## src/rtl/leddc_pwm_scan_if.sv

```systemverilog
// ---------------------------------------------------------------------------
// leddc_pwm_scan_if
// Serial line-load link between the host and the LED scan driver.
//
// Signals:
//   DAI       serial gray-level data. Channel 0 is sent first, and each
//             channel is sent LSB first.
//   DEN       DAI is valid this cycle.
//   line_req  the driver's pending line bank is empty and can take a line.
//
// Modports:
//   master  host side: drives DAI/DEN, observes line_req
//   slave   driver side: receives DAI/DEN, drives line_req
// ---------------------------------------------------------------------------
interface leddc_pwm_scan_if;
  logic DAI;
  logic DEN;
  logic line_req;

  modport master (
    output DAI,
    output DEN,
    input  line_req
  );

  modport slave (
    input  DAI,
    input  DEN,
    output line_req
  );
endinterface

```

## src/rtl/leddc_pwm_scan.sv

```systemverilog
// ---------------------------------------------------------------------------
// leddc_pwm_scan
// Single-clock LED display driver. A serial stream carrying one scan line of
// CH gray levels (GW bits each) is collected into a pending bank. The PWM
// engine moves the pending bank into an active bank and drives CH
// pulse-width outputs for the current scan row. The row advances after
// every displayed line.
//
// Parameters:
//   CH    number of PWM channels (>= 2)
//   GW    gray-level bits per channel (2..12)
//   ROWS  scan rows per frame (>= 2). The row output width is
//         RW = max(1, clog2(ROWS)).
//
// Ports:
//   GCK       clock; all logic runs on the rising edge
//   rst_n     asynchronous active-low reset
//   link      serial line-load link (slave side: DAI, DEN, line_req)
//   Vsync     display enable; when low, the outputs are blanked
//   mode      0: full GW-bit PWM (period 2^GW-1)
//             1: fast (GW-1)-bit PWM (period 2^(GW-1))
//   OUT       registered PWM outputs, one per channel
//   row       current scan row
//   ovf       sticky overrun flag; only reset clears it
//
// Optional feature:
//   LEDDC_DITHER_EN  When defined, fast mode adds the gray LSB to the
//                    threshold on alternate frames. This recovers the LSB
//                    that the halved PWM resolution would otherwise drop.
// ---------------------------------------------------------------------------
module leddc_pwm_scan #(
  parameter  int CH   = 16,
  parameter  int GW   = 8,
  parameter  int ROWS = 16,
  localparam int RW   = (ROWS > 2) ? $clog2(ROWS) : 1
) (
  input  logic              GCK,
  input  logic              rst_n,
  leddc_pwm_scan_if.slave   link,
  input  logic              Vsync,
  input  logic              mode,
  output logic [CH-1:0]     OUT,
  output logic [RW-1:0]     row,
  output logic              ovf
);

  localparam int NB  = CH * GW;
  localparam int BCW = $clog2(NB);

  // Final counter value of a line in each PWM mode.
  localparam logic [GW-1:0] P0_LAST = GW'((2 ** GW) - 2);
  localparam logic [GW-1:0] P1_LAST = GW'((2 ** (GW - 1)) - 1);
  localparam logic [BCW-1:0] BIT_LAST = BCW'(NB - 1);
  localparam logic [RW-1:0]  ROW_LAST = RW'(ROWS - 1);

  typedef enum logic [1:0] {
    IDLE,
    LOAD,
    RUN
  } state_t;

  state_t state_q, state_d;

  // Input path storage. The shift register holds one bit less than a full
  // line. The completing bit goes straight into the pending bank together
  // with the shifted bits, so every stored bit gets read.
  logic [NB-2:0]  shift_q;
  logic [NB-1:0]  shift_next;
  logic [BCW-1:0] bit_cnt;
  logic [NB-1:0]  pend_q;
  logic           pend_v;
  logic           line_done;

  // Display-side storage.
  logic [NB-1:0]  act_q;
  logic           act_v;
  logic [GW-1:0]  cnt_q;
  logic           m_l;
  logic [CH-1:0]  on_vec;
  logic           line_last;

  // FSM-to-datapath controls.
  logic           do_load;
  logic           run_en;
  logic           restart;

`ifdef LEDDC_DITHER_EN
  logic           phase;
`endif

  // New bits enter at the top and move down. After NB bits, the first bit
  // received (channel 0, LSB) sits at bit 0 of the line.
  assign shift_next = {link.DAI, shift_q};
  assign line_done  = link.DEN && (bit_cnt == BIT_LAST);

  assign link.line_req = ~pend_v;

  // Serial capture and pending bank.
  // A line can complete in the same cycle as a LOAD. In that case, the new
  // line replaces the pending bank that LOAD is just taking away, so pend_v
  // stays set and no overrun is raised. A completion at any other time,
  // while pend_v is still set, overwrites the unused line and sets the
  // sticky overrun flag.
  always_ff @(posedge GCK or negedge rst_n) begin
    if (!rst_n) begin
      shift_q <= '0;
      bit_cnt <= '0;
      pend_q  <= '0;
      pend_v  <= 1'b0;
      ovf     <= 1'b0;
    end else begin
      if (link.DEN) begin
        shift_q <= shift_next[NB-1:1];
        if (line_done) begin
          bit_cnt <= '0;
          pend_q  <= shift_next;
        end else begin
          bit_cnt <= bit_cnt + BCW'(1);
        end
      end

      if (line_done) begin
        pend_v <= 1'b1;
      end else if (do_load) begin
        pend_v <= 1'b0;
      end

      if (line_done && pend_v && !do_load) begin
        ovf <= 1'b1;
      end
    end
  end

  // State register of the PWM sequencer.
  always_ff @(posedge GCK or negedge rst_n) begin
    if (!rst_n) begin
      state_q <= IDLE;
    end else begin
      state_q <= state_d;
    end
  end

  // Next-state logic and datapath controls.
  // Vsync low overrides everything and parks the sequencer in IDLE. The
  // active bank, row and frame phase stay untouched, so display resumes on
  // the same line. At the end of each displayed line, a waiting pending
  // line wins. Otherwise the active line repeats and mode is sampled again.
  always_comb begin
    state_d   = state_q;
    do_load   = 1'b0;
    run_en    = 1'b0;
    restart   = 1'b0;
    line_last = m_l ? (cnt_q == P1_LAST) : (cnt_q == P0_LAST);

    if (!Vsync) begin
      state_d = IDLE;
    end else begin
      case (state_q)
        IDLE: begin
          if (pend_v) begin
            state_d = LOAD;
          end else if (act_v) begin
            state_d = RUN;
            restart = 1'b1;
          end
        end
        LOAD: begin
          do_load = 1'b1;
          state_d = RUN;
        end
        RUN: begin
          run_en = 1'b1;
          if (line_last) begin
            if (pend_v) begin
              state_d = LOAD;
            end else begin
              restart = 1'b1;
            end
          end
        end
        default: begin
          state_d = IDLE;
        end
      endcase
    end
  end

  // Per-channel threshold compare. In full mode, the threshold is the gray
  // value itself, over a period of 2^GW-1 counts. This makes the largest
  // gray value a steady on. In fast mode, the gray value is halved to fit a
  // 2^(GW-1) period. The optional dither adds the dropped LSB back on odd
  // frames.
  always_comb begin
    logic [GW-1:0] g;
    logic [GW-1:0] thr;
    g      = '0;
    thr    = '0;
    on_vec = '0;
    for (int i = 0; i < CH; i++) begin
      g = act_q[i*GW +: GW];
      if (m_l) begin
`ifdef LEDDC_DITHER_EN
        thr = (g >> 1) + GW'(g[0] & phase);
`else
        thr = g >> 1;
`endif
      end else begin
        thr = g;
      end
      on_vec[i] = (cnt_q < thr);
    end
  end

  // PWM datapath: active bank, counter, latched mode, outputs and row.
  // OUT is blanked in every cycle that is not a RUN cycle. The row advances
  // at the same edge that writes the last output of the line.
  always_ff @(posedge GCK or negedge rst_n) begin
    if (!rst_n) begin
      act_q <= '0;
      act_v <= 1'b0;
      cnt_q <= '0;
      m_l   <= 1'b0;
      OUT   <= '0;
      row   <= '0;
    end else begin
      if (!Vsync) begin
        OUT   <= '0;
        cnt_q <= '0;
      end else if (do_load) begin
        act_q <= pend_q;
        act_v <= 1'b1;
        cnt_q <= '0;
        m_l   <= mode;
        OUT   <= '0;
      end else if (run_en) begin
        OUT <= on_vec;
        if (line_last) begin
          cnt_q <= '0;
          row   <= (row == ROW_LAST) ? '0 : row + RW'(1);
          if (restart) begin
            m_l <= mode;
          end
        end else begin
          cnt_q <= cnt_q + GW'(1);
        end
      end else if (restart) begin
        cnt_q <= '0;
        m_l   <= mode;
        OUT   <= '0;
      end else begin
        OUT <= '0;
      end
    end
  end

`ifdef LEDDC_DITHER_EN
  // The frame phase flips each time the row wraps from the last row back
  // to row 0. Dither therefore alternates once per full frame.
  always_ff @(posedge GCK or negedge rst_n) begin
    if (!rst_n) begin
      phase <= 1'b0;
    end else if (Vsync && run_en && line_last && (row == ROW_LAST)) begin
      phase <= ~phase;
    end
  end
`endif

endmodule

```

## src/flat_wrapper.sv

```systemverilog
// flat-port wrapper written by rule: the top's interface ports become plain ports
module leddc_pwm_scan_flat 
#(
  parameter  int CH   = 16,
  parameter  int GW   = 8,
  parameter  int ROWS = 16,
  localparam int RW   = (ROWS > 2) ? $clog2(ROWS) : 1
)
  (GCK, rst_n, Vsync, mode, OUT, row, ovf, link_DAI, link_DEN, link_line_req);
  leddc_pwm_scan_if link_i ();
  input  logic GCK;
  input  logic rst_n;
  input  logic Vsync;
  input  logic mode;
  output logic [CH-1:0] OUT;
  output logic [RW-1:0] row;
  output logic ovf;
  input wire logic [$bits(link_i.DAI)-1:0] link_DAI;
  input wire logic [$bits(link_i.DEN)-1:0] link_DEN;
  output wire logic [$bits(link_i.line_req)-1:0] link_line_req;
  assign link_i.DAI = link_DAI;
  assign link_i.DEN = link_DEN;
  assign link_line_req = link_i.line_req;
  leddc_pwm_scan #(.CH(CH), .GW(GW), .ROWS(ROWS)) u_core (.GCK(GCK), .rst_n(rst_n), .link(link_i), .Vsync(Vsync), .mode(mode), .OUT(OUT), .row(row), .ovf(ovf));
endmodule
```

## config.mk

```make
export PLATFORM = sky130hd
export DESIGN_NAME = leddc_pwm_scan_flat
export DESIGN_NICKNAME = d
export VERILOG_FILES = /design/src/rtl/leddc_pwm_scan_if.sv /design/src/rtl/leddc_pwm_scan.sv /design/src/flat_wrapper.sv
export SDC_FILE = /design/constraint.sdc
export NUM_CORES = 1
export LEC_CHECK = 0
export CAP_MARGIN = 5
export CORE_MARGIN = 10
export CORE_UTILIZATION = 50
export CTS_BUF_LIST = sky130_fd_sc_hd__clkbuf_2 sky130_fd_sc_hd__clkbuf_4 sky130_fd_sc_hd__clkbuf_8
export CTS_CLUSTER_DIAMETER = 100
export DETAILED_ROUTE_END_ITERATION = 6
export PLACE_DENSITY = 0.64
export SLEW_MARGIN = 20
export SYNTH_ARGS = -nofsm -noshare
export SYNTH_HDL_FRONTEND = slang
export SYNTH_SLANG_ARGS = --single-unit
```

## constraint.sdc

```tcl
create_clock -name GCK -period 6 [get_ports GCK]
set_input_delay 0.9 -clock GCK [delete_from_list [all_inputs] [get_ports GCK]]
set_output_delay 0.9 -clock GCK [all_outputs]
set_load 0.02 [all_outputs]
```

==> results of run 1 <==
-- worst max-delay path: cells and delay by family, from the launching register on --
family	cells	cell delay (ns)
compound gates	3	0.56
fa+ha+maj	1	0.27
simple gates	1	0.08
flops	1	0.82
buf+inv	1	0.81
mux	1	0.29
-- area by class of cell --
| type | count | area [um2] | area share |
|---|---|---|---|
| repair buffers | 46 | 457 | 0.0210 |
| clock inverters | 15 | 146 | 0.00674 |
| clock buffers | 109 | 1340 | 0.0616 |
| multi-input cells | 1132 | 8480 | 0.390 |
| flip-flops and latches | 424 | 10600 | 0.489 |
| well taps | 518 | 648 | 0.0299 |
| inverters | 9 | 33.8 | 0.00156 |
-- metal layers --
layer	GRT usage	vias up	wire, um
met1	0.215	6016	17900
met2	0.266	157	17600
met4	0.0604	0	866
li1	-	5790	-
met5	0	-	0
met3	0.0322	67	1440
-- flip-flops by register name (all words and copies together), names as in the netlist --
signal / flops
u_core.OUT: 16
u_core.act_q: 128
u_core.act_v: 1
u_core.bit_cnt: 7
u_core.cnt_q: 8
u_core.m_l: 1
u_core.ovf: 1
u_core.pend_q: 128
u_core.pend_v: 1
u_core.row: 4
u_core.shift_q: 127
u_core.state_q: 2
-- cell usage in the layout, fill, tap and decap left out, types with 3 or more instances in the layout --
master / n
dfrtp_1: 423
nand2_1: 411
mux2_2: 218
ha_1: 115
mux2i_1: 113
clkbuf_8: 83
a21oi_1: 55
mux2_1: 40
nand4_1: 26
clkbuf_4: 26
clkdlybuf4s50_1: 25
o21ai_0: 20
nand2b_1: 17
o211ai_1: 16
nor2_1: 16
buf_4: 16
nor2b_1: 11
o21a_1: 10
nand3_1: 10
o211a_1: 9
inv_1: 8
nor3_1: 8
clkinv_2: 6
xnor2_1: 4
o21ai_1: 4
clkinvlp_4: 4
o21bai_1: 3
and2_1: 3
inv_6: 3
buf_12: 3
-- metrics by stage --
stage | instances | setup WS, ns | instance area, um2 | power, W
floorplan | 1643 | 3.87 | 19500 | 0.00337
global placement | 2129 | 2.69 | 20200 | 0.00350
detailed placement | 2129 | 2.60 | 20200 | 0.00352
CTS | 2253 | 3.04 | 21700 | 0.00621
global route | 2253 | 2.84 | 21700 | 0.00639
finish | 2253 | 3.08 | 21700 | 0.00611
-- worst paths after layout --
check | slack [ns] | depth (start not counted) | end
worst max-delay path | 3.08 | 7 | u_core.OUT[0]$_DFF_PN0_
max in group asynchronous | 4.31 | 2 | u_core.pend_q[46]$_DFFE_PN0P_
worst min register to register | 0.45 | 2 | u_core.pend_q[0]$_DFFE_PN0P_
worst max register to register | 3.08 | 7 | u_core.OUT[0]$_DFF_PN0_
worst min-delay path | 0.34 | 1 | u_core.act_q[16]$_DFFE_PN0P_
min in group GCK | 0.45 | 2 | u_core.pend_q[0]$_DFFE_PN0P_
-- where the power goes --
part	switching, W	internal, W
registers	0.000113	0.00297
logic	0.000193	0.000186
clock network	0.00114	0.00151
total	0.00145	0.00467
-- cells by family after synthesis --
| group | count (synthesis) | synth area share |
|---|---|---|
| compound gates | 125 | 0.0404 |
| flops | 424 | 0.545 |
| simple gates | 515 | 0.111 |
| xor+xnor | 6 | 0.00270 |
| mux | 371 | 0.207 |
| buf+inv | 87 | 0.0196 |
| fa+ha+maj | 115 | 0.0740 |
==> metrics.txt, run 1 <==
# TYPE chip_impl_metric gauge
chip_impl_metric{name="clk_path_buf_depth",unit=""} 3
chip_impl_metric{name="clock_tree.htree_level_count",unit=""} 3
chip_impl_info{name="timing.setup.critical_path_class",value="reg2reg"} 1
chip_impl_metric{name="hpwl",unit="mm"} 21.5
chip_impl_metric{name="cap_violations",unit=""} 0
chip_impl_info{name="yosys-top-cells-count",value="424 x dfrtp_1, 412 x nand2_1, 218 x mux2_2"} 1
chip_impl_metric{name="syn2layout_area_growth",unit="%"} 11.6
chip_impl_metric{name="clock_net_sink_count",unit=""} 424
chip_impl_metric{name="width_of_the_chip",unit="um"} 217
chip_impl_metric{name="nNetsFinal",unit=""} 1806
chip_impl_metric{name="avgSynthCellArea",unit="um2"} 11.8
chip_impl_metric{name="detailedRoute.firstIterationViolations",unit=""} 566
chip_impl_metric{name="ys_async_sr_fraction",unit=""} 1.00
chip_impl_info{name="worst_setup_path_startpoint",value="u_core.m_l$_DFFE_PN0P_"} 1
chip_impl_metric{name="holdBufCountCts",unit=""} 0
chip_impl_metric{name="finalHoldWorstSlack",unit="ns"} 0.338
chip_impl_metric{name="num-fill-cells",unit=""} 3302
chip_impl_metric{name="ys_seq_area_frac",unit=""} 0.545
chip_impl_metric{name="layout-drive-gt1-share",unit=""} 0.214
chip_impl_metric{name="grt_antenna_before_repair",unit=""} 0
chip_impl_metric{name="setup_total_negative_slack",unit="ns"} 0
chip_impl_metric{name="cp.required",unit="ns"} 6.53
chip_impl_metric{name="worst_clock_skew",unit="ns"} 0.0315
chip_impl_metric{name="overflow",unit=""} 0
chip_impl_metric{name="dieArea",unit="um2"} 47200
chip_impl_metric{name="core_region_area",unit="um2"} 38600
chip_impl_info{name="worst_path_max_delay_cell",value="dfrtp_4"} 1
chip_impl_metric{name="gp_routability_congestion",unit=""} 0.728
chip_impl_info{name="synth_area_leaders",value="dfrtp_1 55%, mux2_2 13%, nand2_1 7.9%"} 1
chip_impl_metric{name="routed_wire_length_per_instance",unit="um"} 16.8
chip_impl_metric{name="vdd.ir_drop.worst",unit="mV"} 0.125
chip_impl_metric{name="final-hold-violation-count",unit=""} 0
chip_impl_metric{name="worstPathMaxFanout",unit=""} 57
chip_impl_metric{name="static_leakage",unit="nW"} 11.3
chip_impl_metric{name="netlist_instances",unit=""} 1643
chip_impl_metric{name="dr_total_vias",unit=""} 12000
chip_impl_metric{name="final.min_clock_period",unit="ns"} 2.92
chip_impl_info{name="synth_top_flop_cell",value="dfrtp_1"} 1
chip_impl_metric{name="synth.cell_area",unit="um2"} 19500
chip_impl_metric{name="post_synth_num_cell_types",unit=""} 46
chip_impl_metric{name="ant_nets",unit=""} 0
chip_impl_info{name="synth_top_area_cell",value="dfrtp_1"} 1
chip_impl_metric{name="synthDominantCellAreaShare",unit=""} 0.545
chip_impl_info{name="setup.worst_path.end_class",value="register"} 1
chip_impl_metric{name="yosysWarnings",unit=""} 0
chip_impl_metric{name="finalMaxSlewViolations",unit=""} 0
chip_impl_metric{name="antennaDiodeCount",unit=""} 0
chip_impl_metric{name="clock_pin_transition_on_the_worst_setup_and_hold_timing_paths",unit="ns"} 0.06
chip_impl_metric{name="fmaxAchievable",unit="MHz"} 342
chip_impl_metric{name="num_rows",unit=""} 72
chip_impl_metric{name="drt-total-wl",unit="mm"} 37.8
chip_impl_metric{name="worst_slew_margin_rel",unit=""} 0.325
chip_impl_metric{name="ioPinCount",unit=""} 28
chip_impl_info{name="r2r-start",value="u_core.m_l$_DFFE_PN0P_"} 1
chip_impl_info{name="setup.worst_path.start_class",value="register"} 1
chip_impl_info{name="critical_path.cell_chain",value="buf_4 -> mux2i_1 -> ha_1 -> a21oi_1 -> nand2_1 -> a21oi_1 -> o211a_1"} 1
chip_impl_info{name="tritoncts",value="done"} 1
chip_impl_metric{name="cts-resized-gates",unit=""} 0
chip_impl_info{name="result_of_the_run",value="finished clean"} 1
chip_impl_metric{name="viasPerCell",unit=""} 5.34
chip_impl_metric{name="clock_latency",unit="ns"} 0.62
chip_impl_metric{name="grt_usage",unit=""} 0.164
chip_impl_metric{name="arrival_worst_endpoint",unit="ns"} 3.45
chip_impl_metric{name="timing.final.setup_violations",unit=""} 0
chip_impl_info{name="most_frequently_used_cell_type_in_the_post_synthesis_netlist",value="dfrtp_1"} 1
chip_impl_metric{name="synth_edf_count",unit=""} 0
chip_impl_metric{name="drt_pass1_iterations",unit=""} 6
chip_impl_metric{name="cts-buffers-inserted",unit=""} 72
chip_impl_metric{name="wire_length_of_the_first_global_routing_pass",unit="mm"} 63.5
chip_impl_metric{name="chipHeight",unit="um"} 217
chip_impl_metric{name="fin_crit_sh",unit=""} 0.487
chip_impl_metric{name="largest_net_degree_at_the_start_of_global_routing",unit=""} 143
chip_impl_info{name="unrepaired_setup_endpoints_after_global_routing",value="false"} 1
chip_impl_metric{name="drc",unit=""} 0
chip_impl_metric{name="io_buffers",unit=""} 27
chip_impl_info{name="hp_class",value="in2async"} 1
chip_impl_metric{name="fin_util",unit=""} 0.563
chip_impl_metric{name="pwr_density_cell",unit="nW/um2"} 282
chip_impl_metric{name="post-cts-setup-buffers",unit=""} 0
chip_impl_metric{name="postSynthNetCount",unit=""} 1764
chip_impl_info{name="clockRootBuffer",value="clkbuf_8"} 1
chip_impl_metric{name="worstMarginPinSlew",unit="ns"} 1.01
chip_impl_metric{name="yosys_register_bits",unit=""} 424
chip_impl_metric{name="grt_pass1_vias",unit=""} 12500
chip_impl_info{name="cp_common_cell",value="a21oi_1"} 1
chip_impl_metric{name="critical_path.max_stage_delay",unit="ns"} 0.82
chip_impl_metric{name="initial_core_util",unit=""} 0.505
(Power assumes the default switching activity.)
==> run 2, diff against run 1 <==
- clock period: 6 -> 3 ns (I/O delays scaled with it)
==> run 2 against run 1 <==
First-iteration DRC count grew 17%; die area unchanged; highest routed layer unchanged; sequential share of layout area decreased by 0.60 points; maximum frequency is 29% higher; clock-buffer cell count is 3 higher; routed wire length rose by 0.35%; power is 100% higher; register-to-register slack got worse by 2.3 ns.
==> metrics.txt, run 2 (synthesis results as in run 1) <==
# TYPE chip_impl_metric gauge
chip_impl_metric{name="grt_usage",unit=""} 0.166
chip_impl_metric{name="wl_met3",unit="mm"} 1.11
chip_impl_info{name="mostFrequentLayoutCells",value="423 x dfrtp_1, 411 x nand2_1, 218 x mux2_2, 115 x ha_1, 113 x mux2i_1"} 1
chip_impl_info{name="hp_class",value="in2reg"} 1
chip_impl_info{name="tritoncts",value="done"} 1
chip_impl_info{name="critical_path.reg2reg.endpoint",value="u_core.row[0]$_DFFE_PN0P_"} 1
chip_impl_info{name="timing.setup.critical_path_class",value="reg2reg"} 1
chip_impl_metric{name="num-fill-cells",unit=""} 3314
chip_impl_metric{name="core_region_area",unit="um2"} 38600
chip_impl_metric{name="fin_crit_sh",unit=""} 0.756
chip_impl_metric{name="ant_nets",unit=""} 0
chip_impl_metric{name="viasPerCell",unit=""} 5.33
chip_impl_metric{name="clock_pin_transition_on_the_worst_setup_and_hold_timing_paths",unit="ns"} 0.06
chip_impl_metric{name="chipHeight",unit="um"} 217
chip_impl_metric{name="worstHoldPathCells",unit=""} 4
chip_impl_info{name="setup.worst_path.end_class",value="register"} 1
chip_impl_metric{name="num_rows",unit=""} 72
chip_impl_info{name="min-delay-start",value="link_DEN"} 1
chip_impl_metric{name="post-cts-setup-buffers",unit=""} 0
chip_impl_metric{name="fmaxAchievable",unit="MHz"} 441
chip_impl_metric{name="gp_routability_congestion",unit=""} 0.754
chip_impl_metric{name="finalMaxSlewViolations",unit=""} 0
chip_impl_metric{name="cp.required",unit="ns"} 3.48
chip_impl_metric{name="arrival_worst_endpoint",unit="ns"} 2.75
chip_impl_metric{name="nNetsFinal",unit=""} 1818
chip_impl_info{name="highest_layer",value="met4"} 1
chip_impl_metric{name="grt_antenna_before_repair",unit=""} 0
chip_impl_metric{name="dr_total_vias",unit=""} 12100
chip_impl_metric{name="rr_worst_depth",unit=""} 4
chip_impl_metric{name="antennaDiodeCount",unit=""} 0
chip_impl_metric{name="worstPathMaxFanout",unit=""} 14
chip_impl_metric{name="io_buffers",unit=""} 27
chip_impl_metric{name="static_leakage",unit="nW"} 11.5
chip_impl_metric{name="routedLengthMet1",unit="mm"} 18.6
chip_impl_metric{name="cap_violations",unit=""} 0
chip_impl_metric{name="vdd.ir_drop.worst",unit="mV"} 0.323
chip_impl_metric{name="initial_core_util",unit=""} 0.505
chip_impl_metric{name="cts-buffers-inserted",unit=""} 72
chip_impl_metric{name="overflow",unit=""} 0
chip_impl_metric{name="routed_wire_length_per_instance",unit="um"} 16.7
chip_impl_info{name="setup.worst_path.start_class",value="register"} 1
chip_impl_metric{name="fin_util",unit=""} 0.570
chip_impl_metric{name="detailedRoute.firstIterationViolations",unit=""} 664
chip_impl_metric{name="worstMarginPinSlew",unit="ns"} 0.997
chip_impl_metric{name="r2r_slack",unit="ns"} 0.73
chip_impl_metric{name="width_of_the_chip",unit="um"} 217
chip_impl_metric{name="clock_latency",unit="ns"} 0.62
chip_impl_info{name="result_of_the_run",value="finished clean"} 1
chip_impl_metric{name="final.min_clock_period",unit="ns"} 2.27
chip_impl_metric{name="hpwl",unit="mm"} 22.9
chip_impl_metric{name="ioPinCount",unit=""} 28
chip_impl_metric{name="worst_slew_margin_rel",unit=""} 0.336
chip_impl_metric{name="wire_length_of_the_first_global_routing_pass",unit="mm"} 64.4
chip_impl_metric{name="drt_pass1_iterations",unit=""} 5
chip_impl_metric{name="worst_clock_skew",unit="ns"} 0.0296
chip_impl_metric{name="layout-drive-gt1-share",unit=""} 0.220
chip_impl_info{name="unrepaired_setup_endpoints_after_global_routing",value="false"} 1
chip_impl_metric{name="detailedPlace.worstSlack",unit="ns"} 0.591
chip_impl_metric{name="largest_net_degree_at_the_start_of_global_routing",unit=""} 134
chip_impl_info{name="hold_path_end",value="u_core.bit_cnt[6]$_DFFE_PN0P_"} 1
chip_impl_info{name="reg_top3",value="u_core.act_q: 128 flops, u_core.pend_q: 128 flops, u_core.shift_q: 127 flops"} 1
chip_impl_metric{name="clk_path_buf_depth",unit=""} 3
chip_impl_info{name="r2r-start",value="u_core.cnt_q[0]$_DFFE_PN0P_"} 1
chip_impl_info{name="layout_commonest_cell",value="dfrtp_1"} 1
chip_impl_metric{name="syn2layout_area_growth",unit="%"} 13.0
chip_impl_info{name="clockRootBuffer",value="clkbuf_8"} 1
chip_impl_metric{name="timing.final.setup_violations",unit=""} 0
chip_impl_metric{name="clock_tree.htree_level_count",unit=""} 3
chip_impl_metric{name="clock_net_sink_count",unit=""} 424
chip_impl_metric{name="grt_pass1_vias",unit=""} 12700
chip_impl_metric{name="finalHoldWorstSlack",unit="ns"} 0.259
chip_impl_metric{name="drt-total-wl",unit="mm"} 38.0
chip_impl_metric{name="drc",unit=""} 0
chip_impl_metric{name="detailroute.wirelength.met2",unit="mm"} 17.2
chip_impl_metric{name="dieArea",unit="um2"} 47200
chip_impl_metric{name="pwr_density_cell",unit="nW/um2"} 561
chip_impl_metric{name="setup_total_negative_slack",unit="ns"} 0
chip_impl_metric{name="final-hold-violation-count",unit=""} 0
chip_impl_metric{name="final.setup.worst_slack",unit="ns"} 0.733
run 2: changes by cell type in the layout (fill, tap and decap cells not counted), sizes merged:
cell / before / now
dlygate4sd3: 0 / 1
inv: 12 / 9
clkbuf: 109 / 112
buf: 21 / 32
clkinv: 6 / 9
bufinv: 2 / 1
run 2: power breakdown:
group | switching [W] | internal (W) | leakage (nW)
registers | 0.000222 | 0.00594 | 5.86
clock network | 0.00229 | 0.00308 | 0.803
logic | 0.000389 | 0.000398 | 4.81
total | 0.00291 | 0.00942 | 11.5
run 2: metal layers:
metal  global-route usage  vias to the layer above
met2                0.260                      148
met1                0.226                     6015
met4               0.0606                        0
met3               0.0316                       85
met5                    0                        -
li1                     -                     5830
run 2: how the worst max path moves through the flow:
stage,from,endpoint,slack (ns),cells after the start
2_1_floorplan,u_core.m_l$_DFFE_PN0P_,u_core.OUT[11]$_DFF_PN0_,0.87,10
3_3_place_gp,Vsync,u_core.row[1]$_DFFE_PN0P_,0.70,5
3_5_place_dp,Vsync,u_core.row[0]$_DFFE_PN0P_,0.59,5
4_1_cts,u_core.pend_v$_DFFE_PN0P_,link_line_req,0.74,2
5_1_grt,u_core.m_l$_DFFE_PN0P_,u_core.OUT[14]$_DFF_PN0_,0.56,7
6_report,u_core.cnt_q[0]$_DFFE_PN0P_,u_core.row[0]$_DFFE_PN0P_,0.73,4
run 2: worst max-delay path: stages (launching register included):
cell and delay [ns]:
dfrtp_1 1.00, and3b_4 0.36, o2111ai_4 0.17, nor2_1 0.26, mux2_1 0.35
run 2: layout make-up:
type	count	area (um2)	area share
inverter	9	33.8	0.00154
multi-input combinational	1132	8480	0.386
timing repair buffer	58	687	0.0313
tap	518	648	0.0295
sequential	424	10600	0.483
clock buffer	112	1420	0.0644
clock inverter	14	105	0.00478
run 2: stage by stage:
stage,total power (W),std cells,cell area [um2]
after floorplan,0.00675,1643,19500
after global placement,0.00704,2140,20400
after detailed placement,0.00707,2140,20400
after CTS,0.0125,2267,22000
after global routing,0.0129,2267,22000
final,0.0123,2267,22000
run 2: what timing repair did:
action                    in CTS  in global routing
gates resized for setup        0                  0
hold buffers                   1                  0
hold endpoints to repair      52                  0
